==> config.mk <==
export PLATFORM = sky130hd
export DESIGN_NAME = gpio_sched_flat
export DESIGN_NICKNAME = d
export VERILOG_FILES = /design/src/rtl/gpio_sched_pkg.sv /design/src/rtl/gpio_sched_if.sv /design/src/rtl/gpio_sched_fifo.sv /design/src/rtl/gpio_sched.sv /design/src/flat_wrapper.sv
export SDC_FILE = /design/constraint.sdc
export NUM_CORES = 1
export LEC_CHECK = 0
export ABC_AREA = 1
export CORE_AREA = 3 3 144 146
export DETAILED_ROUTE_END_ITERATION = 10
export DIE_AREA = 0 0 147 149
export PLACE_DENSITY_LB_ADDON = 0.08
export SETUP_SLACK_MARGIN = 0.1
export SYNTH_ARGS = -nofsm -noshare
export SYNTH_HDL_FRONTEND = slang
export SYNTH_SLANG_ARGS = --single-unit
==> constraint.sdc <==
create_clock -name clk_i -period 2.1 [get_ports clk_i]
set_input_delay 0.21 -clock clk_i [delete_from_list [all_inputs] [get_ports clk_i]]
set_output_delay 0.21 -clock clk_i [all_outputs]
set_load 0.1 [all_outputs]
==> src/rtl/gpio_sched_pkg.sv <==
// rtl/gpio_sched_pkg.sv - PerInt op encodings, gpio command codes and scheduler states
package gpio_sched_pkg;

   localparam logic [1:0] PINOOP = 2'b00;
   localparam logic [1:0] PIWROP = 2'b01;
   localparam logic [1:0] PIRDOP = 2'b10;
   localparam logic [1:0] PIRWOP = 2'b11;

   localparam logic CMDCONFIGUREIO = 1'b0;
   localparam logic CMDSETDEBOUNCE = 1'b1;

   typedef enum logic [3:0] {
      S_CFG, S_CFGR, S_DBN, S_DBNR, S_BRD, S_BRDR,
      S_IDLE, S_ACK, S_IRD, S_IRDR, S_WR
   } state_t;

endpackage

==> src/rtl/gpio_sched_if.sv <==
// rtl/gpio_sched_if.sv - PerInt bus between the scheduler (master) and the gpio peripheral (slave)
interface gpio_sched_if #(
   parameter int ARCHBITSZ = 32
) ();

   logic [1:0]           m_op_o;
   logic [ARCHBITSZ-1:0] m_data_o;
   logic [ARCHBITSZ-1:0] m_data_i;
   logic                 m_rdy_i;

   modport master (output m_op_o, output m_data_o, input m_data_i, input m_rdy_i);
   modport slave  (input m_op_o, input m_data_o, output m_data_i, output m_rdy_i);

endinterface

==> src/rtl/gpio_sched_fifo.sv <==
// rtl/gpio_sched_fifo.sv - synchronous event FIFO; a push into a full FIFO succeeds only with a same-cycle pop
module gpio_sched_fifo #(
   parameter int WIDTH = 16,
   parameter int DEPTH = 4
) (
   input  logic             clk_i,
   input  logic             rst_i,
   input  logic             i_push,
   input  logic [WIDTH-1:0] i_push_data,
   input  logic             i_pop,
   output logic [WIDTH-1:0] o_head,
   output logic             o_full,
   output logic             o_empty
);

   localparam int AW = $clog2(DEPTH);

   logic [WIDTH-1:0] r_mem [DEPTH];
   logic [AW:0]      r_wptr;
   logic [AW:0]      r_rptr;
   logic             w_do_push;
   logic             w_do_pop;

   // Extra pointer bit tells full from empty when the index bits match.
   assign o_empty   = (r_wptr == r_rptr);
   assign o_full    = (r_wptr[AW] != r_rptr[AW]) && (r_wptr[AW-1:0] == r_rptr[AW-1:0]);
   assign w_do_pop  = i_pop && !o_empty;
   assign w_do_push = i_push && (!o_full || w_do_pop);
   assign o_head    = r_mem[r_rptr[AW-1:0]];

   always_ff @(posedge clk_i) begin
      if (!rst_i) begin
         r_wptr <= '0;
         r_rptr <= '0;
      end else begin
         if (w_do_push) begin
            r_mem[r_wptr[AW-1:0]] <= i_push_data;
            r_wptr                <= r_wptr + 1'b1;
         end
         if (w_do_pop) begin
            r_rptr <= r_rptr + 1'b1;
         end
      end
   end

endmodule

==> src/rtl/gpio_sched.sv <==
// rtl/gpio_sched.sv - PerInt master: gpio init, interrupt service into an event FIFO, host cfg/write arbitration
// Define GPIO_SCHED_TSTAMP_EN to add ev_ts_o, a 16-bit cycle timestamp per event.
module gpio_sched
   import gpio_sched_pkg::*;
#(
   parameter int                   ARCHBITSZ = 32,
   parameter int                   IOCOUNT   = 8,
   parameter logic [IOCOUNT-1:0]   INITT     = '0,
   parameter logic [ARCHBITSZ-2:0] INITDBNC  = '0,
   parameter int                   EVDEPTH   = 4
) (
   input  logic                 clk_i,
   input  logic                 rst_i,
   gpio_sched_if.master         m,
   input  logic                 intrqst_i,
   output logic                 intrdy_o,
   input  logic                 cfg_vld_i,
   input  logic [IOCOUNT-1:0]   cfg_t_i,
   input  logic [ARCHBITSZ-2:0] cfg_dbnc_i,
   output logic                 cfg_rdy_o,
   input  logic                 out_vld_i,
   input  logic [IOCOUNT-1:0]   out_data_i,
   output logic                 out_rdy_o,
   output logic                 ev_vld_o,
   output logic [IOCOUNT-1:0]   ev_data_o,
   output logic [IOCOUNT-1:0]   ev_chg_o,
   input  logic                 ev_rdy_i,
   output logic                 ev_ovf_o,
`ifdef GPIO_SCHED_TSTAMP_EN
   output logic [15:0]          ev_ts_o,
`endif
   output logic [ARCHBITSZ-1:0] iocount_o,
   output logic [ARCHBITSZ-1:0] clkfreq_o,
   output logic                 busy_o
);

`ifdef GPIO_SCHED_TSTAMP_EN
   localparam int FW = 2*IOCOUNT + 16;
   logic [15:0] r_ts;
`else
   localparam int FW = 2*IOCOUNT;
`endif

   state_t               r_state, w_state_nxt, w_after;
   logic [1:0]           r_op, w_op_nxt, w_iss_op;
   logic [ARCHBITSZ-1:0] r_data, w_data_nxt, w_iss_data, w_wdata;
   logic [IOCOUNT-1:0]   r_t, w_t_nxt, r_last, w_last_nxt, w_chg;
   logic [ARCHBITSZ-2:0] r_dbnc, w_dbnc_nxt, w_arg_t;
   logic [ARCHBITSZ-1:0] r_iocount, w_iocount_nxt, r_clkfreq, w_clkfreq_nxt;
   logic                 r_cfg_rdy, w_cfg_rdy_nxt, r_ovf, w_ovf_nxt;
   logic                 w_push, w_full, w_empty;
   logic [FW-1:0]        w_fifo_in, w_head;

   always_comb begin
      w_state_nxt   = r_state;
      w_op_nxt      = r_op;
      w_data_nxt    = r_data;
      w_t_nxt       = r_t;
      w_dbnc_nxt    = r_dbnc;
      w_last_nxt    = r_last;
      w_iocount_nxt = r_iocount;
      w_clkfreq_nxt = r_clkfreq;
      w_cfg_rdy_nxt = 1'b0;
      w_ovf_nxt     = r_ovf;
      w_push        = 1'b0;
      w_chg         = m.m_data_i[IOCOUNT-1:0] ^ r_last;
      w_arg_t       = '0;
      w_arg_t[IOCOUNT-1:0] = r_t;
      w_wdata       = '0;
      w_wdata[IOCOUNT-1:0] = out_data_i;
      w_iss_op      = PIRDOP;
      w_iss_data    = r_data;
      w_after       = S_IDLE;

      // Op issued by each bus state and the state that follows its acceptance.
      case (r_state)
         S_CFG:   begin w_iss_op = PIRWOP; w_iss_data = {CMDCONFIGUREIO, w_arg_t}; w_after = S_CFGR; end
         S_DBN:   begin w_iss_op = PIRWOP; w_iss_data = {CMDSETDEBOUNCE, r_dbnc};  w_after = S_DBNR; end
         S_BRD:   w_after = S_BRDR;
         S_IRD:   w_after = S_IRDR;
         S_WR:    w_iss_op = PIWROP;
         default: ;
      endcase

      case (r_state)
         S_CFG, S_DBN, S_BRD, S_IRD, S_WR: begin
            if (r_op == PINOOP) begin
               w_op_nxt   = w_iss_op;
               w_data_nxt = w_iss_data;
            end else if (m.m_rdy_i) begin
               w_op_nxt    = PINOOP;
               w_state_nxt = w_after;
            end
         end
         S_CFGR: begin
            w_iocount_nxt = m.m_data_i;
            w_state_nxt   = S_DBN;
         end
         S_DBNR: begin
            w_clkfreq_nxt = m.m_data_i;
            w_state_nxt   = S_BRD;
         end
         S_BRDR: begin
            w_last_nxt  = m.m_data_i[IOCOUNT-1:0];
            w_state_nxt = S_IDLE;
         end
         S_ACK: w_state_nxt = S_IRD;
         S_IRDR: begin
            w_last_nxt  = m.m_data_i[IOCOUNT-1:0];
            w_push      = (w_chg != '0);
            w_state_nxt = S_IDLE;
            if (w_push && w_full && !ev_rdy_i) begin
               w_ovf_nxt = 1'b1;
            end
         end
         S_IDLE: begin
            if (cfg_vld_i) begin
               w_t_nxt       = cfg_t_i;
               w_dbnc_nxt    = cfg_dbnc_i;
               w_cfg_rdy_nxt = 1'b1;
               w_ovf_nxt     = 1'b0;
               w_state_nxt   = S_CFG;
            end else if (intrqst_i) begin
               w_state_nxt = S_ACK;
            end else if (out_vld_i) begin
               // Capture the write value while the host still presents it.
               w_op_nxt    = PIWROP;
               w_data_nxt  = w_wdata;
               w_state_nxt = S_WR;
            end
         end
         default: w_state_nxt = S_CFG;
      endcase
   end

   always_ff @(posedge clk_i) begin
      if (!rst_i) begin
         r_state   <= S_CFG;
         r_op      <= PINOOP;
         r_data    <= '0;
         r_t       <= INITT;
         r_dbnc    <= INITDBNC;
         r_last    <= '0;
         r_iocount <= '0;
         r_clkfreq <= '0;
         r_cfg_rdy <= 1'b0;
         r_ovf     <= 1'b0;
      end else begin
         r_state   <= w_state_nxt;
         r_op      <= w_op_nxt;
         r_data    <= w_data_nxt;
         r_t       <= w_t_nxt;
         r_dbnc    <= w_dbnc_nxt;
         r_last    <= w_last_nxt;
         r_iocount <= w_iocount_nxt;
         r_clkfreq <= w_clkfreq_nxt;
         r_cfg_rdy <= w_cfg_rdy_nxt;
         r_ovf     <= w_ovf_nxt;
      end
   end

`ifdef GPIO_SCHED_TSTAMP_EN
   always_ff @(posedge clk_i) begin
      if (!rst_i) begin
         r_ts <= '0;
      end else begin
         r_ts <= r_ts + 16'd1;
      end
   end
   assign w_fifo_in = {r_ts, m.m_data_i[IOCOUNT-1:0], w_chg};
   assign ev_ts_o   = w_head[FW-1:2*IOCOUNT];
`else
   assign w_fifo_in = {m.m_data_i[IOCOUNT-1:0], w_chg};
`endif

   gpio_sched_fifo #(
      .WIDTH (FW),
      .DEPTH (EVDEPTH)
   ) u_fifo (
      .clk_i       (clk_i),
      .rst_i       (rst_i),
      .i_push      (w_push),
      .i_push_data (w_fifo_in),
      .i_pop       (ev_rdy_i),
      .o_head      (w_head),
      .o_full      (w_full),
      .o_empty     (w_empty)
   );

   assign m.m_op_o   = r_op;
   assign m.m_data_o = r_data;
   assign intrdy_o   = (r_state != S_ACK);
   assign cfg_rdy_o  = r_cfg_rdy;
   assign out_rdy_o  = (r_state == S_WR) && (r_op == PIWROP) && m.m_rdy_i;
   assign ev_vld_o   = !w_empty;
   assign ev_data_o  = w_head[2*IOCOUNT-1:IOCOUNT];
   assign ev_chg_o   = w_head[IOCOUNT-1:0];
   assign ev_ovf_o   = r_ovf;
   assign iocount_o  = r_iocount;
   assign clkfreq_o  = r_clkfreq;
   assign busy_o     = (r_state != S_IDLE);

endmodule

==> src/flat_wrapper.sv <==
// flat-port wrapper written by rule: the top's interface ports become plain ports
module gpio_sched_flat import gpio_sched_pkg::*;
#(
   parameter int                   ARCHBITSZ = 32,
   parameter int                   IOCOUNT   = 8,
   parameter logic [IOCOUNT-1:0]   INITT     = '0,
   parameter logic [ARCHBITSZ-2:0] INITDBNC  = '0,
   parameter int                   EVDEPTH   = 4
)
  (clk_i, rst_i, intrqst_i, intrdy_o, cfg_vld_i, cfg_t_i, cfg_dbnc_i, cfg_rdy_o, out_vld_i, out_data_i, out_rdy_o, ev_vld_o, ev_data_o, ev_chg_o, ev_rdy_i, ev_ovf_o, iocount_o, clkfreq_o, busy_o, m_m_op_o, m_m_data_o, m_m_data_i, m_m_rdy_i);
  gpio_sched_if #(.ARCHBITSZ(ARCHBITSZ)) m_i ();
  input  logic clk_i;
  input  logic rst_i;
  input  logic intrqst_i;
  output logic intrdy_o;
  input  logic cfg_vld_i;
  input  logic [IOCOUNT-1:0] cfg_t_i;
  input  logic [ARCHBITSZ-2:0] cfg_dbnc_i;
  output logic cfg_rdy_o;
  input  logic out_vld_i;
  input  logic [IOCOUNT-1:0] out_data_i;
  output logic out_rdy_o;
  output logic ev_vld_o;
  output logic [IOCOUNT-1:0] ev_data_o;
  output logic [IOCOUNT-1:0] ev_chg_o;
  input  logic ev_rdy_i;
  output logic ev_ovf_o;
  output logic [ARCHBITSZ-1:0] iocount_o;
  output logic [ARCHBITSZ-1:0] clkfreq_o;
  output logic busy_o;
  output wire logic [$bits(m_i.m_op_o)-1:0] m_m_op_o;
  output wire logic [$bits(m_i.m_data_o)-1:0] m_m_data_o;
  input wire logic [$bits(m_i.m_data_i)-1:0] m_m_data_i;
  input wire logic [$bits(m_i.m_rdy_i)-1:0] m_m_rdy_i;
  assign m_m_op_o = m_i.m_op_o;
  assign m_m_data_o = m_i.m_data_o;
  assign m_i.m_data_i = m_m_data_i;
  assign m_i.m_rdy_i = m_m_rdy_i;
  gpio_sched #(.ARCHBITSZ(ARCHBITSZ), .IOCOUNT(IOCOUNT), .INITT(INITT), .INITDBNC(INITDBNC), .EVDEPTH(EVDEPTH)) u_core (.clk_i(clk_i), .rst_i(rst_i), .m(m_i), .intrqst_i(intrqst_i), .intrdy_o(intrdy_o), .cfg_vld_i(cfg_vld_i), .cfg_t_i(cfg_t_i), .cfg_dbnc_i(cfg_dbnc_i), .cfg_rdy_o(cfg_rdy_o), .out_vld_i(out_vld_i), .out_data_i(out_data_i), .out_rdy_o(out_rdy_o), .ev_vld_o(ev_vld_o), .ev_data_o(ev_data_o), .ev_chg_o(ev_chg_o), .ev_rdy_i(ev_rdy_i), .ev_ovf_o(ev_ovf_o), .iocount_o(iocount_o), .clkfreq_o(clkfreq_o), .busy_o(busy_o));
endmodule
==> impl_results.html, run 1 <==
<table>
<tr><th>Metric</th><th>Value</th></tr>
<tr><th colspan="2">Worst setup path</th></tr>
<tr><td>Reg2reg start</td><td>u_core.r_state[0]$_SDFFE_PN0P_</td></tr>
<tr><td>Sort of element at the end of the critical path</td><td>output port</td></tr>
<tr><td>Worst Path Max Fanout</td><td>32</td></tr>
<tr><td>Required time reported for the critical path endpoint</td><td>1.89 ns</td></tr>
<tr><td>CP Class</td><td>flop to output port</td></tr>
<tr><td>CP Launch Type</td><td>flop</td></tr>
<tr><td>Worst Path Arrival</td><td>1.72 ns</td></tr>
<tr><th colspan="2">Synth</th></tr>
<tr><td>Number of flops mapped to enable cells by yosys</td><td>64</td></tr>
<tr><td>Synth Register Bits</td><td>223</td></tr>
<tr><td>Async set-reset flop share out of synthesis</td><td>0</td></tr>
<tr><td>Netlist cell types</td><td>27</td></tr>
<tr><td>Sequential cell area fraction in the yosys report</td><td>0.585</td></tr>
<tr><td>Flip-flop cell with the highest count after synthesis</td><td>dfxtp_1</td></tr>
<tr><td>YS warnings</td><td>0</td></tr>
<tr><td>Synthesized area</td><td>8730 µm²</td></tr>
<tr><td>Cell count after synthesis</td><td>1030</td></tr>
<tr><td>Post-Syn Nets</td><td>1121</td></tr>
<tr><td>Synthesized area per cell</td><td>8.47 µm²</td></tr>
<tr><th colspan="2">Floorplan</th></tr>
<tr><td>Height of the die</td><td>149 µm</td></tr>
<tr><td># IOs</td><td>206</td></tr>
<tr><td>Core footprint</td><td>19500 µm²</td></tr>
<tr><td>Horizontal extent of the die</td><td>147 µm</td></tr>
<tr><td>Total die area</td><td>21900 µm²</td></tr>
<tr><td>Number of rows in the core area</td><td>51</td></tr>
<tr><td>Initial standard-cell utilization of the core</td><td>0.447</td></tr>
<tr><th colspan="2">Global route</th></tr>
<tr><td>Antenna violations before repair</td><td>0</td></tr>
<tr><td>Overall global routing resource usage</td><td>0.198</td></tr>
<tr><td>Via count of the first global-routing pass</td><td>7191</td></tr>
<tr><td>Leftover overflow at the end of global routing</td><td>0</td></tr>
<tr><td>First-pass GRT wire length</td><td>36100 µm</td></tr>
<tr><td>Pin count of the biggest net entering global routing</td><td>51</td></tr>
<tr><th colspan="2">Timing</th></tr>
<tr><td>Worst rel slew slack</td><td>0.491</td></tr>
<tr><td>Final clock skew</td><td>0.00680 ns</td></tr>
<tr><td>Number of hold violations in the final report</td><td>0</td></tr>
<tr><td>Min cycle time layout</td><td>1.93 ns</td></tr>
<tr><td>Setup-violating endpoint count in the final report</td><td>0</td></tr>
<tr><td>Worst path setup slack after routing</td><td>0.165 ns</td></tr>
<tr><td>Worst-margin pin slew</td><td>0.763 ns</td></tr>
<tr><td>RSZ-0062 raised after global routing</td><td>true</td></tr>
<tr><td>Total count of max-transition violations in the final report</td><td>0</td></tr>
<tr><td>Max frequency</td><td>517 MHz</td></tr>
<tr><td>Share of the cycle needed by the critical path after routing</td><td>0.921</td></tr>
<tr><th colspan="2">Clock network</th></tr>
<tr><td>Largest buffer count on any clock path</td><td>3</td></tr>
<tr><td>Total number of H-tree levels</td><td>1</td></tr>
<tr><td>Root Driver</td><td>clkbuf_16</td></tr>
<tr><td>Reg clk slew, reported paths</td><td>0.06 ns</td></tr>
<tr><td>Clock buffers created by TritonCTS</td><td>24</td></tr>
<tr><td>Later-pin clock latency in the skew report</td><td>0.51 ns</td></tr>
<tr><td>TritonCTS clock tree</td><td>yes</td></tr>
<tr><td>Total number of clock tree sinks</td><td>223</td></tr>
<tr><th colspan="2">Placed design</th></tr>
<tr><td>Number of port buffers</td><td>205</td></tr>
<tr><td>Placement-stage worst setup slack</td><td>-0.0440 ns</td></tr>
<tr><td>Post-detailed-placement cell area</td><td>11300 µm²</td></tr>
<tr><td>GP Congestion</td><td>0.789</td></tr>
<tr><td>Post-detail-place hpwl</td><td>15000 µm</td></tr>
<tr><th colspan="2">Flow run</th></tr>
<tr><td>Count of maximum capacitance violations</td><td>0</td></tr>
<tr><th colspan="2">Finish</th></tr>
<tr><td>Area added between synthesis and finish</td><td>39.7%</td></tr>
<tr><td>Commonest cells after routing, fill and taps aside</td><td>189 x nor2_1, 156 x dfxtp_1, 139 x buf_4</td></tr>
<tr><td>Fraction of final layout cells sized beyond drive strength 1</td><td>0.200</td></tr>
<tr><td>Sequential cell area in the final layout</td><td>5110 µm²</td></tr>
<tr><td>Number of diodes added for antenna fixing</td><td>0</td></tr>
<tr><td>Most common library cell in the layout ignoring fill and taps</td><td>nor2_1</td></tr>
<tr><td>Footprint of the multi-input gates</td><td>3200 µm²</td></tr>
<tr><td># nets final</td><td>1335</td></tr>
<tr><td>Post-Layout Inst Area</td><td>12200 µm²</td></tr>
<tr><td>Number of fill cells in the layout</td><td>1752</td></tr>
<tr><th colspan="2">Power</th></tr>
<tr><td>Areal power density over the cells</td><td>1550 nW/µm²</td></tr>
<tr><td>Worst ir drop on vdd</td><td>1.04 mV</td></tr>
<tr><td>Static leakage power</td><td>4.94 nW</td></tr>
<tr><th colspan="2">Routing</th></tr>
<tr><td>Detailed Route WL</td><td>22000 µm</td></tr>
<tr><td>Drt first-iter violations</td><td>289</td></tr>
<tr><td>Average vias per placed instance</td><td>4.90</td></tr>
<tr><td>Number of remaining DRC errors</td><td>0</td></tr>
<tr><td>Wire length per cell after detailed routing</td><td>14.4 µm</td></tr>
<tr><td>Count of antenna-violating nets left after detailed routing</td><td>0</td></tr>
<tr><td>TritonRoute pass-1 iters</td><td>4</td></tr>
<tr><td>Number of vias in the routed layout</td><td>7475</td></tr>
<tr><th colspan="2">Hold path</th></tr>
<tr><td>Hold wc startpoint</td><td>rst_i</td></tr>
<tr><td>Hold Crit Class</td><td>input port to flop</td></tr>
<tr><th colspan="2">Run status</th></tr>
<tr><td>Run status</td><td>completed</td></tr>
</table>
-- stage by stage --
step / power (mW) / hold WS [ns] / utilization / cells / TNS, ns
CTS: 19.0 / 0.146 / 0.621 / 1522 / 0
global placement: 14.5 / 0.439 / 0.577 / 1476 / -0.584
detailed placement: 14.6 / 0.444 / 0.577 / 1476 / -2.40
finish: 18.9 / 0.152 / 0.624 / 1527 / 0
floorplan: 11.9 / 0.309 / - / 1030 / -0.259
global route: 19.8 / 0.179 / 0.624 / 1527 / 0
-- worst paths after layout --
path                                                             to  slack [ns]  cells after the start
worst max register to register  u_core.u_fifo.r_mem[3][9]$_DFFE_PP_        0.29                      6
worst max-delay path                                   ev_data_o[3]        0.17                      5
worst min-delay path             u_core.m.m_data_o[31]$_SDFFE_PN0P_        0.15                      3
worst min register to register       u_core.r_dbnc[17]$_SDFFE_PN0P_        0.45                      2
-- registers in the layout, indices dropped and copies added, names as in the netlist, 3 cells and up, named ones only --
| name | cells |
|---|---|
| u_core.u_fifo.r_wptr | 3 |
| u_core.u_fifo.r_mem | 64 |
| u_core.u_fifo.r_rptr | 3 |
| u_core.r_state | 4 |
| u_core.r_last | 8 |
| u_core.m.m_data_o | 32 |
| u_core.r_t | 8 |
| u_core.iocount_o | 32 |
| u_core.clkfreq_o | 32 |
| u_core.r_dbnc | 31 |
-- synthesized netlist by cell type (6+ instances only) --
cell | instances | area share
nor2_1 | 193 | 0.083
dfxtp_1 | 159 | 0.36
o21ai_0 | 138 | 0.079
nand2_1 | 126 | 0.054
a21oi_1 | 98 | 0.056
nand3_1 | 75 | 0.043
inv_1 | 67 | 0.029
edfxtp_1 | 64 | 0.22
clkbuf_1 | 41 | 0.018
o22ai_1 | 16 | 0.011
buf_2 | 14 | 0.0080
buf_4 | 7 | 0.0060
inv_2 | 6 | 0.0026
-- critical path: stages, from the launching register on --
cell	delay, ns
dfxtp_1	0.32
inv_1	0.07
buf_6	0.24
nor2_1	0.08
o22ai_2	0.28
buf_12	0.21
-- final cells by class --
type                       count  area share
multi-input combinational    671       0.263
timing repair buffer         251       0.198
inverter                      73      0.0230
clock inverter                 9     0.00800
tap                          265      0.0272
clock buffer                  35      0.0614
sequential                   223       0.419
-- kinds of logic after synthesis --
logic type,share of synthesized area
buffers and inverters,0.0635
xor gates and xnor gates,0.00301
and+or+nand+nor,0.194
DFF,0.585
AOI/OAI and AO/OA,0.148
adders and majority gates,0.00717
-- power breakdown --
group / total, mW / switching [mW] / internal (mW)
combinational: 9.31 / 6.76 / 2.55
clock: 4.37 / 1.66 / 2.71
sequential: 5.24 / 0.301 / 4.94
-- routing by layer --
layer	vias up	GRT usage	part of all wire
met3	38	0.0559	0.073
met4	0	0.0541	0.021
li1	3851	-	-
met2	178	0.330	0.47
met5	-	0	0
met1	3408	0.256	0.43
-- repair_timing --
| action | CTS | global route |
|---|---|---|
| endpoints found under the setup margin | 17 | 14 |
| buffers inserted | 2 | 5 |
| hold buffers | 0 | 0 |
| pin swaps | 1 | 3 |
| gates resized for setup | 4 | 10 |
No activity file was read; power rests on OpenSTA's default activity.
==> inputs of run 2 (changes only) <==
--- a/config.mk
+++ b/config.mk
@@ -6,9 +6,9 @@
 export NUM_CORES = 1
 export LEC_CHECK = 0
 export ABC_AREA = 1
-export CORE_AREA = 3 3 144 146
+export CORE_AREA = 2 2 143 145
 export DETAILED_ROUTE_END_ITERATION = 10
-export DIE_AREA = 0 0 147 149
+export DIE_AREA = 0 0 145 147
 export PLACE_DENSITY_LB_ADDON = 0.08
 export SETUP_SLACK_MARGIN = 0.1
 export SYNTH_ARGS = -nofsm -noshare
==> run 2 against run 1 <==
Effect of this change: first-iteration DRC count grew 15%; die area down 2.7%; critical path depth did not move; combinational power up 1%; total power rose by 2.7%; count of clock-buffer cells in the layout is 10 lower; hold slack better by 0.015 ns; utilization decreased by 0.48 points; sequential cell count unchanged; global-route usage grew 1.2 points; worst setup slack got worse by 0.036 ns; register-to-register slack worse by 0.06 ns; critical endpoint is now ev_chg_o[7].
==> impl_results.html, run 2 (synthesized netlist as in run 1, its figures left out) <==
<table>
<tr><th>Metric</th><th>Value</th></tr>
<tr><th colspan="2">Timing</th></tr>
<tr><td>Max frequency</td><td>507 MHz</td></tr>
<tr><td>Worst-margin pin slew</td><td>0.865 ns</td></tr>
<tr><td>Worst rel slew slack</td><td>0.423</td></tr>
<tr><td>Min cycle time layout</td><td>1.97 ns</td></tr>
<tr><td>Tightest hold margin</td><td>0.167 ns</td></tr>
<tr><td>Total count of max-transition violations in the final report</td><td>0</td></tr>
<tr><td>Number of hold violations in the final report</td><td>0</td></tr>
<tr><td>Summed negative setup slack over all endpoints</td><td>0 ns</td></tr>
<tr><td>Final clock skew</td><td>0.0123 ns</td></tr>
<tr><td>Share of the cycle needed by the critical path after routing</td><td>0.938</td></tr>
<tr><td>RSZ-0062 raised after global routing</td><td>true</td></tr>
<tr><td>Setup-violating endpoint count in the final report</td><td>0</td></tr>
<tr><th colspan="2">Floorplan</th></tr>
<tr><td>Horizontal extent of the die</td><td>145 µm</td></tr>
<tr><td># IOs</td><td>206</td></tr>
<tr><td>Initial standard-cell utilization of the core</td><td>0.440</td></tr>
<tr><td>Number of rows in the core area</td><td>52</td></tr>
<tr><td>Total die area</td><td>21300 µm²</td></tr>
<tr><td>Core footprint</td><td>19800 µm²</td></tr>
<tr><td>Height of the die</td><td>147 µm</td></tr>
<tr><th colspan="2">Worst setup path</th></tr>
<tr><td>Critical Path, Cell by Cell</td><td>inv_1 -&gt; buf_12 -&gt; o21ai_0 -&gt; o22ai_2 -&gt; buf_12</td></tr>
<tr><td>Critical path's largest stage delay</td><td>0.40 ns</td></tr>
<tr><td>Cell with the largest stage delay on the worst path</td><td>dfxtp_2</td></tr>
<tr><td>Worst Path Arrival</td><td>1.76 ns</td></tr>
<tr><td>CP delay by family, top</td><td>buffers and inverters</td></tr>
<tr><td>Worst Path Max Fanout</td><td>32</td></tr>
<tr><td>Cell seen most often among critical-path stages</td><td>buf_12</td></tr>
<tr><td>Sort of element at the end of the critical path</td><td>output port</td></tr>
<tr><td>Required time reported for the critical path endpoint</td><td>1.89 ns</td></tr>
<tr><td>CP Class</td><td>flop to output port</td></tr>
<tr><td>CP Launch Type</td><td>flop</td></tr>
<tr><td>Worst Path Buf+Inv</td><td>3</td></tr>
<tr><th colspan="2">Global route</th></tr>
<tr><td>First-pass GRT wire length</td><td>37100 µm</td></tr>
<tr><td>Via count of the first global-routing pass</td><td>7227</td></tr>
<tr><td>Grt met3 use</td><td>0.0469</td></tr>
<tr><td>Overall global routing resource usage</td><td>0.210</td></tr>
<tr><td>Leftover overflow at the end of global routing</td><td>0</td></tr>
<tr><td>Pin count of the biggest net entering global routing</td><td>68</td></tr>
<tr><td>Grt peak-use layer</td><td>met2</td></tr>
<tr><td>Met1 Use GR</td><td>0.265</td></tr>
<tr><td>Met2 routing resource usage after global routing</td><td>0.366</td></tr>
<tr><td>Antenna violations before repair</td><td>0</td></tr>
<tr><th colspan="2">Placed design</th></tr>
<tr><td>Post-detailed-placement cell area</td><td>11300 µm²</td></tr>
<tr><td>GP Congestion</td><td>0.778</td></tr>
<tr><td>Number of port buffers</td><td>205</td></tr>
<tr><td>Post-detail-place hpwl</td><td>15300 µm</td></tr>
<tr><th colspan="2">Run status</th></tr>
<tr><td>Run status</td><td>completed</td></tr>
<tr><th colspan="2">Power</th></tr>
<tr><td>Power spent charging and discharging nets</td><td>8.86 mW</td></tr>
<tr><td>Internal cell power</td><td>10.6 mW</td></tr>
<tr><td>Static leakage power</td><td>4.97 nW</td></tr>
<tr><td>Areal power density over the cells</td><td>1580 nW/µm²</td></tr>
<tr><td>Worst ir drop on vdd</td><td>0.764 mV</td></tr>
<tr><td>Switching share of power</td><td>0.456</td></tr>
<tr><td>Total Power</td><td>19.4 mW</td></tr>
<tr><td>Clock Power Share</td><td>0.247</td></tr>
<tr><td>Combinational share of power</td><td>0.484</td></tr>
<tr><td>Share of power burned in registers</td><td>0.269</td></tr>
<tr><th colspan="2">Clock network</th></tr>
<tr><td>Total of hold buffers inserted after clock tree synthesis</td><td>0</td></tr>
<tr><td>Clock buffers created by TritonCTS</td><td>25</td></tr>
<tr><td>Total number of clock tree sinks</td><td>223</td></tr>
<tr><td>Reg clk slew, reported paths</td><td>0.06 ns</td></tr>
<tr><td>TritonCTS clock tree</td><td>yes</td></tr>
<tr><td>Largest buffer count on any clock path</td><td>3</td></tr>
<tr><td>Later-pin clock latency in the skew report</td><td>0.52 ns</td></tr>
<tr><td>Total number of H-tree levels</td><td>1</td></tr>
<tr><td>Root Driver</td><td>clkbuf_16</td></tr>
<tr><th colspan="2">Finish</th></tr>
<tr><td>Commonest cells after routing, fill and taps aside</td><td>189 x nor2_1, 155 x dfxtp_1, 133 x o21ai_0</td></tr>
<tr><td># nets final</td><td>1331</td></tr>
<tr><td>Sequential cell area in the final layout</td><td>5110 µm²</td></tr>
<tr><td>Footprint of the multi-input gates</td><td>3200 µm²</td></tr>
<tr><td>Post-Layout Inst Area</td><td>12300 µm²</td></tr>
<tr><td>Most common library cell in the layout ignoring fill and taps</td><td>nor2_1</td></tr>
<tr><td>Max FFs per register</td><td>64</td></tr>
<tr><td>Fraction of final layout cells sized beyond drive strength 1</td><td>0.195</td></tr>
<tr><td>Area added between synthesis and finish</td><td>40.9%</td></tr>
<tr><td>Final Util</td><td>0.620</td></tr>
<tr><td>Number of fill cells in the layout</td><td>1787</td></tr>
<tr><th colspan="2">Routing</th></tr>
<tr><td>Wire length per cell after detailed routing</td><td>14.9 µm</td></tr>
<tr><td>Number of vias in the routed layout</td><td>7555</td></tr>
<tr><td>Number of remaining DRC errors</td><td>0</td></tr>
<tr><td>Detailed Route WL</td><td>22800 µm</td></tr>
<tr><td>Average vias per placed instance</td><td>4.94</td></tr>
<tr><td>TritonRoute pass-1 iters</td><td>7</td></tr>
<tr><td>Drt first-iter violations</td><td>331</td></tr>
<tr><td>Count of antenna-violating nets left after detailed routing</td><td>0</td></tr>
<tr><th colspan="2">Flow run</th></tr>
<tr><td>Count of maximum capacitance violations</td><td>0</td></tr>
<tr><th colspan="2">Hold path</th></tr>
<tr><td>Hold Crit Class</td><td>input port to flop</td></tr>
</table>
[run 2: changes by cell type in the layout (fill, tap and decap cells not counted), sizes merged, moves of 2 or more]
| cell | previous run | this run |
|---|---|---|
| buf | 167 | 161 |
| bufinv | 2 | 7 |
| clkbuf | 35 | 26 |
| clkinv | 7 | 13 |
| inv | 71 | 73 |
[run 2: per-layer routing]
metal	share of wire	up-vias
met3	0.059	30
met4	0.019	0
met1	0.42	3494
met5	0	-
li1	-	3846
met2	0.50	185
[run 2: area by class of cell]
class,instances,share of cell area
clock inverters,21,0.0236
well taps,270,0.0275
inverters,73,0.0226
clock buffers,25,0.0509
flip-flops and latches,223,0.416
diodes,1,0.000204
repair buffers,246,0.199
multi-input cells,671,0.260
[run 2: what timing repair did]
action                                 in CTS  in global routing
gates resized for setup                     5                 16
setup buffers                               3                  0
pin swaps                                   2                  1
setup endpoints to repair                  17                 26
cloned                                      0                  1
endpoints found under the hold margin       0                  0
[run 2: power groups by stage]
stage	combinational [mW]	sequential, mW	clock, mW
floorplan	4.31	7.59	0
global placement	9.18	5.28	0
detailed placement	9.24	5.29	0
CTS	9.34	5.21	4.88
global route	9.91	5.29	5.06
finish	9.42	5.23	4.79
[run 2: worst min-delay path, delay by kind of cell]
kind | cells | cell delay [ns]
simple gates | 1 | 0.14
buf+inv | 2 | 0.30
[run 2: worst paths after layout]
kind | slack (ns) | start | end | cells past startpoint
hold / removal | 0.17 | rst_i | u_core.r_state[3]$_SDFFE_PN0P_ | 3
setup reg to reg | 0.23 | u_core.r_state[0]$_SDFFE_PN0P_ | u_core.u_fifo.r_mem[2][1]$_DFFE_PP_ | 6
hold reg to reg | 0.45 | u_core.r_dbnc[13]$_SDFFE_PN0P_ | u_core.r_dbnc[13]$_SDFFE_PN0P_ | 2
setup / recovery | 0.13 | flop | ev_chg_o[7] | 5
[run 2: through the flow]
stage,setup slack (ns),cells
2_1_floorplan,-0.259,1030
6_report,0.129,1530
5_1_grt,0.0726,1529
3_5_place_dp,-0.0672,1479
3_3_place_gp,-0.0122,1479
4_1_cts,0.0815,1528
==> inputs of run 3 (changes only) <==
--- a/config.mk
+++ b/config.mk
@@ -6,9 +6,10 @@
 export NUM_CORES = 1
 export LEC_CHECK = 0
 export ABC_AREA = 1
-export CORE_AREA = 2 2 143 145
+export CORE_AREA = 2 2 127 129
 export DETAILED_ROUTE_END_ITERATION = 10
-export DIE_AREA = 0 0 145 147
+export DIE_AREA = 0 0 129 131
+export DONT_BUFFER_PORTS = 1
 export PLACE_DENSITY_LB_ADDON = 0.08
 export SETUP_SLACK_MARGIN = 0.1
 export SYNTH_ARGS = -nofsm -noshare
==> run 3 against run 2 <==
Effect of this change: design area down 4.0%; global-route usage up 5.2 points; critical endpoint is now out_rdy_o; worst setup slack better by 0.053 ns; non-clock buffer count down 21; clock power down 18%; combinational power down 2.9%; utilization up 14 points.
==> impl_results.html, run 3 (synthesized netlist as in run 1, its figures left out) <==
<table>
<tr><th>Metric</th><th>Value</th></tr>
<tr><th colspan="2">Timing</th></tr>
<tr><td>Max frequency</td><td>521 MHz</td></tr>
<tr><td>Final clock skew</td><td>0.0211 ns</td></tr>
<tr><td>Total count of max-transition violations in the final report</td><td>0</td></tr>
<tr><td>Worst-margin pin slew</td><td>0.814 ns</td></tr>
<tr><td>Min cycle time layout</td><td>1.92 ns</td></tr>
<tr><td>Worst rel slew slack</td><td>0.457</td></tr>
<tr><td>Share of the cycle needed by the critical path after routing</td><td>0.913</td></tr>
<tr><td>Setup-violating endpoint count in the final report</td><td>0</td></tr>
<tr><td>Summed negative setup slack over all endpoints</td><td>0 ns</td></tr>
<tr><td>RSZ-0062 raised after global routing</td><td>false</td></tr>
<tr><td>Tightest hold margin</td><td>0.0150 ns</td></tr>
<tr><td>Number of hold violations in the final report</td><td>0</td></tr>
<tr><th colspan="2">Placed design</th></tr>
<tr><td>Post-detail-place hpwl</td><td>13400 µm</td></tr>
<tr><td>Number of port buffers</td><td>0</td></tr>
<tr><td>GP Congestion</td><td>0.822</td></tr>
<tr><td>Post-detailed-placement cell area</td><td>10100 µm²</td></tr>
<tr><th colspan="2">Hold path</th></tr>
<tr><td>Hold Crit Class</td><td>input port to flop</td></tr>
<tr><td>Hold wc startpoint</td><td>out_data_i[5]</td></tr>
<tr><th colspan="2">Worst setup path</th></tr>
<tr><td>Critical path's largest stage delay</td><td>0.36 ns</td></tr>
<tr><td>Cell with the largest stage delay on the worst path</td><td>dfxtp_1</td></tr>
<tr><td>Worst Path Arrival</td><td>1.71 ns</td></tr>
<tr><td>Reg2reg start</td><td>u_core.r_state[1]$_SDFFE_PN0P_</td></tr>
<tr><td>Critical Path, Cell by Cell</td><td>buf_8 -&gt; inv_1 -&gt; nor4_4 -&gt; buf_12</td></tr>
<tr><td>CP Launch Type</td><td>flop</td></tr>
<tr><td>CP Class</td><td>flop to output port</td></tr>
<tr><td>Required time reported for the critical path endpoint</td><td>1.89 ns</td></tr>
<tr><td>Sort of element at the end of the critical path</td><td>output port</td></tr>
<tr><td>Source of the critical timing path</td><td>u_core.m.m_op_o[0]$_SDFFE_PN0P_</td></tr>
<tr><td>Worst Path Max Fanout</td><td>3</td></tr>
<tr><th colspan="2">Clock network</th></tr>
<tr><td>TritonCTS clock tree</td><td>yes</td></tr>
<tr><td>Later-pin clock latency in the skew report</td><td>0.52 ns</td></tr>
<tr><td>Total number of clock tree sinks</td><td>223</td></tr>
<tr><td>Reg clk slew, reported paths</td><td>0.06 ns</td></tr>
<tr><td>Root Driver</td><td>clkbuf_16</td></tr>
<tr><td>Total number of H-tree levels</td><td>1</td></tr>
<tr><td>Clock buffers created by TritonCTS</td><td>23</td></tr>
<tr><td>Largest buffer count on any clock path</td><td>3</td></tr>
<tr><th colspan="2">Global route</th></tr>
<tr><td>Overall global routing resource usage</td><td>0.262</td></tr>
<tr><td>Antenna violations before repair</td><td>0</td></tr>
<tr><td>Pin count of the biggest net entering global routing</td><td>110</td></tr>
<tr><td>Leftover overflow at the end of global routing</td><td>0</td></tr>
<tr><td>Via count of the first global-routing pass</td><td>7108</td></tr>
<tr><td>First-pass GRT wire length</td><td>35800 µm</td></tr>
<tr><th colspan="2">Power</th></tr>
<tr><td>Static leakage power</td><td>4.79 nW</td></tr>
<tr><td>Areal power density over the cells</td><td>1540 nW/µm²</td></tr>
<tr><td>Worst ir drop on vdd</td><td>1.08 mV</td></tr>
<tr><th colspan="2">Finish</th></tr>
<tr><td># nets final</td><td>1308</td></tr>
<tr><td>Commonest cells after routing, fill and taps aside</td><td>189 x nor2_1, 158 x dfxtp_1, 138 x o21ai_0</td></tr>
<tr><td>Fraction of final layout cells sized beyond drive strength 1</td><td>0.176</td></tr>
<tr><td>Final Util</td><td>0.756</td></tr>
<tr><td>Footprint of the multi-input gates</td><td>3200 µm²</td></tr>
<tr><td>Most common library cell in the layout ignoring fill and taps</td><td>nor2_1</td></tr>
<tr><td>Area added between synthesis and finish</td><td>35.2%</td></tr>
<tr><td>Sequential cell area in the final layout</td><td>5110 µm²</td></tr>
<tr><td>Number of diodes added for antenna fixing</td><td>0</td></tr>
<tr><td>Number of fill cells in the layout</td><td>1077</td></tr>
<tr><td>Post-Layout Inst Area</td><td>11800 µm²</td></tr>
<tr><td>Max FFs per register</td><td>64</td></tr>
<tr><th colspan="2">Flow run</th></tr>
<tr><td>Count of maximum capacitance violations</td><td>0</td></tr>
<tr><th colspan="2">Run status</th></tr>
<tr><td>Run status</td><td>completed</td></tr>
<tr><th colspan="2">Routing</th></tr>
<tr><td>Detailed Route WL</td><td>22700 µm</td></tr>
<tr><td>Number of vias in the routed layout</td><td>7636</td></tr>
<tr><td>Count of antenna-violating nets left after detailed routing</td><td>0</td></tr>
<tr><td>Average vias per placed instance</td><td>5.27</td></tr>
<tr><td>Number of remaining DRC errors</td><td>0</td></tr>
<tr><td>TritonRoute pass-1 iters</td><td>5</td></tr>
<tr><td>Drt first-iter violations</td><td>470</td></tr>
<tr><td>Wire length per cell after detailed routing</td><td>15.7 µm</td></tr>
<tr><th colspan="2">Floorplan</th></tr>
<tr><td># IOs</td><td>206</td></tr>
<tr><td>Total die area</td><td>16900 µm²</td></tr>
<tr><td>Height of the die</td><td>131 µm</td></tr>
<tr><td>Core footprint</td><td>15600 µm²</td></tr>
<tr><td>Initial standard-cell utilization of the core</td><td>0.560</td></tr>
<tr><td>Horizontal extent of the die</td><td>129 µm</td></tr>
<tr><td>Number of rows in the core area</td><td>46</td></tr>
</table>
==> run 3: changes by cell type in the layout (fill, tap and decap cells not counted), moves of 5 or more <==
cell	delta
dlymetal6s4s_1	+5
clkinv_2	-6
dlygate4sd3_1	+77
clkdlybuf4s50_1	-84
buf_4	-11
bufinv_16	-6
o21ai_0	+5
o21ai_1	-5
clkbuf_1	+7
buf_12	-9
==> run 3: worst paths after layout <==
kind	endpoint	slack [ns]	cells after the start
setup / recovery	out_rdy_o	0.18	4
hold / removal	u_core.m.m_data_o[5]$_SDFFE_PN0P_	0.02	4
setup reg to reg	u_core.r_dbnc[11]$_SDFFE_PN0P_	0.29	9
hold reg to reg	u_core.r_dbnc[29]$_SDFFE_PN0P_	0.45	2
==> run 3: layout make-up <==
| cell class | instances | share of cell area |
|---|---|---|
| timing repair buffer | 225 | 0.187 |
| clock inverter | 9 | 0.00753 |
| sequential | 223 | 0.433 |
| multi-input combinational | 671 | 0.271 |
| clock buffer | 33 | 0.0545 |
| tap | 216 | 0.0229 |
| inverter | 73 | 0.0238 |
==> run 3: critical path: cells and delay by family (launching register included) <==
kind	cells	cell delay, ns
buffers and inverters	3	0.53
and+or+nand+nor	1	0.31
DFF	1	0.36
==> run 3: power by group <==
group	leakage, nW	switching (mW)	internal, mW
Clock	0.352	1.66	2.27
Sequential	1.86	0.212	4.93
Combinational	2.58	6.80	2.36
Total	4.79	8.67	9.55
==> run 3: repair_timing <==
action	CTS	global route
cloned	0	0
resized for setup	2	15
endpoints found under the hold margin	163	0
setup endpoints to repair	17	91
buffers inserted	3	0
pin swaps	1	2
hold buffers	83	0
==> run 3: per-stage QoR <==
step	setup slack, ns	cells	power, mW
final	0.182	1450	18.2
after CTS	0.0966	1450	18.2
after global routing	0.0977	1450	19.0
after detailed placement	0.246	1322	14.1
after floorplan	-0.259	1030	11.9
after global placement	0.285	1322	14.0
==> run 3: per-layer routing <==
layer / global-route usage / routed length, µm / vias up
li1: - / - / 3798
met1: 0.336 / 9360 / 3534
met2: 0.445 / 11200 / 265
met3: 0.0627 / 1710 / 39
met4: 0.0754 / 466 / 0
met5: 0 / 0 / -
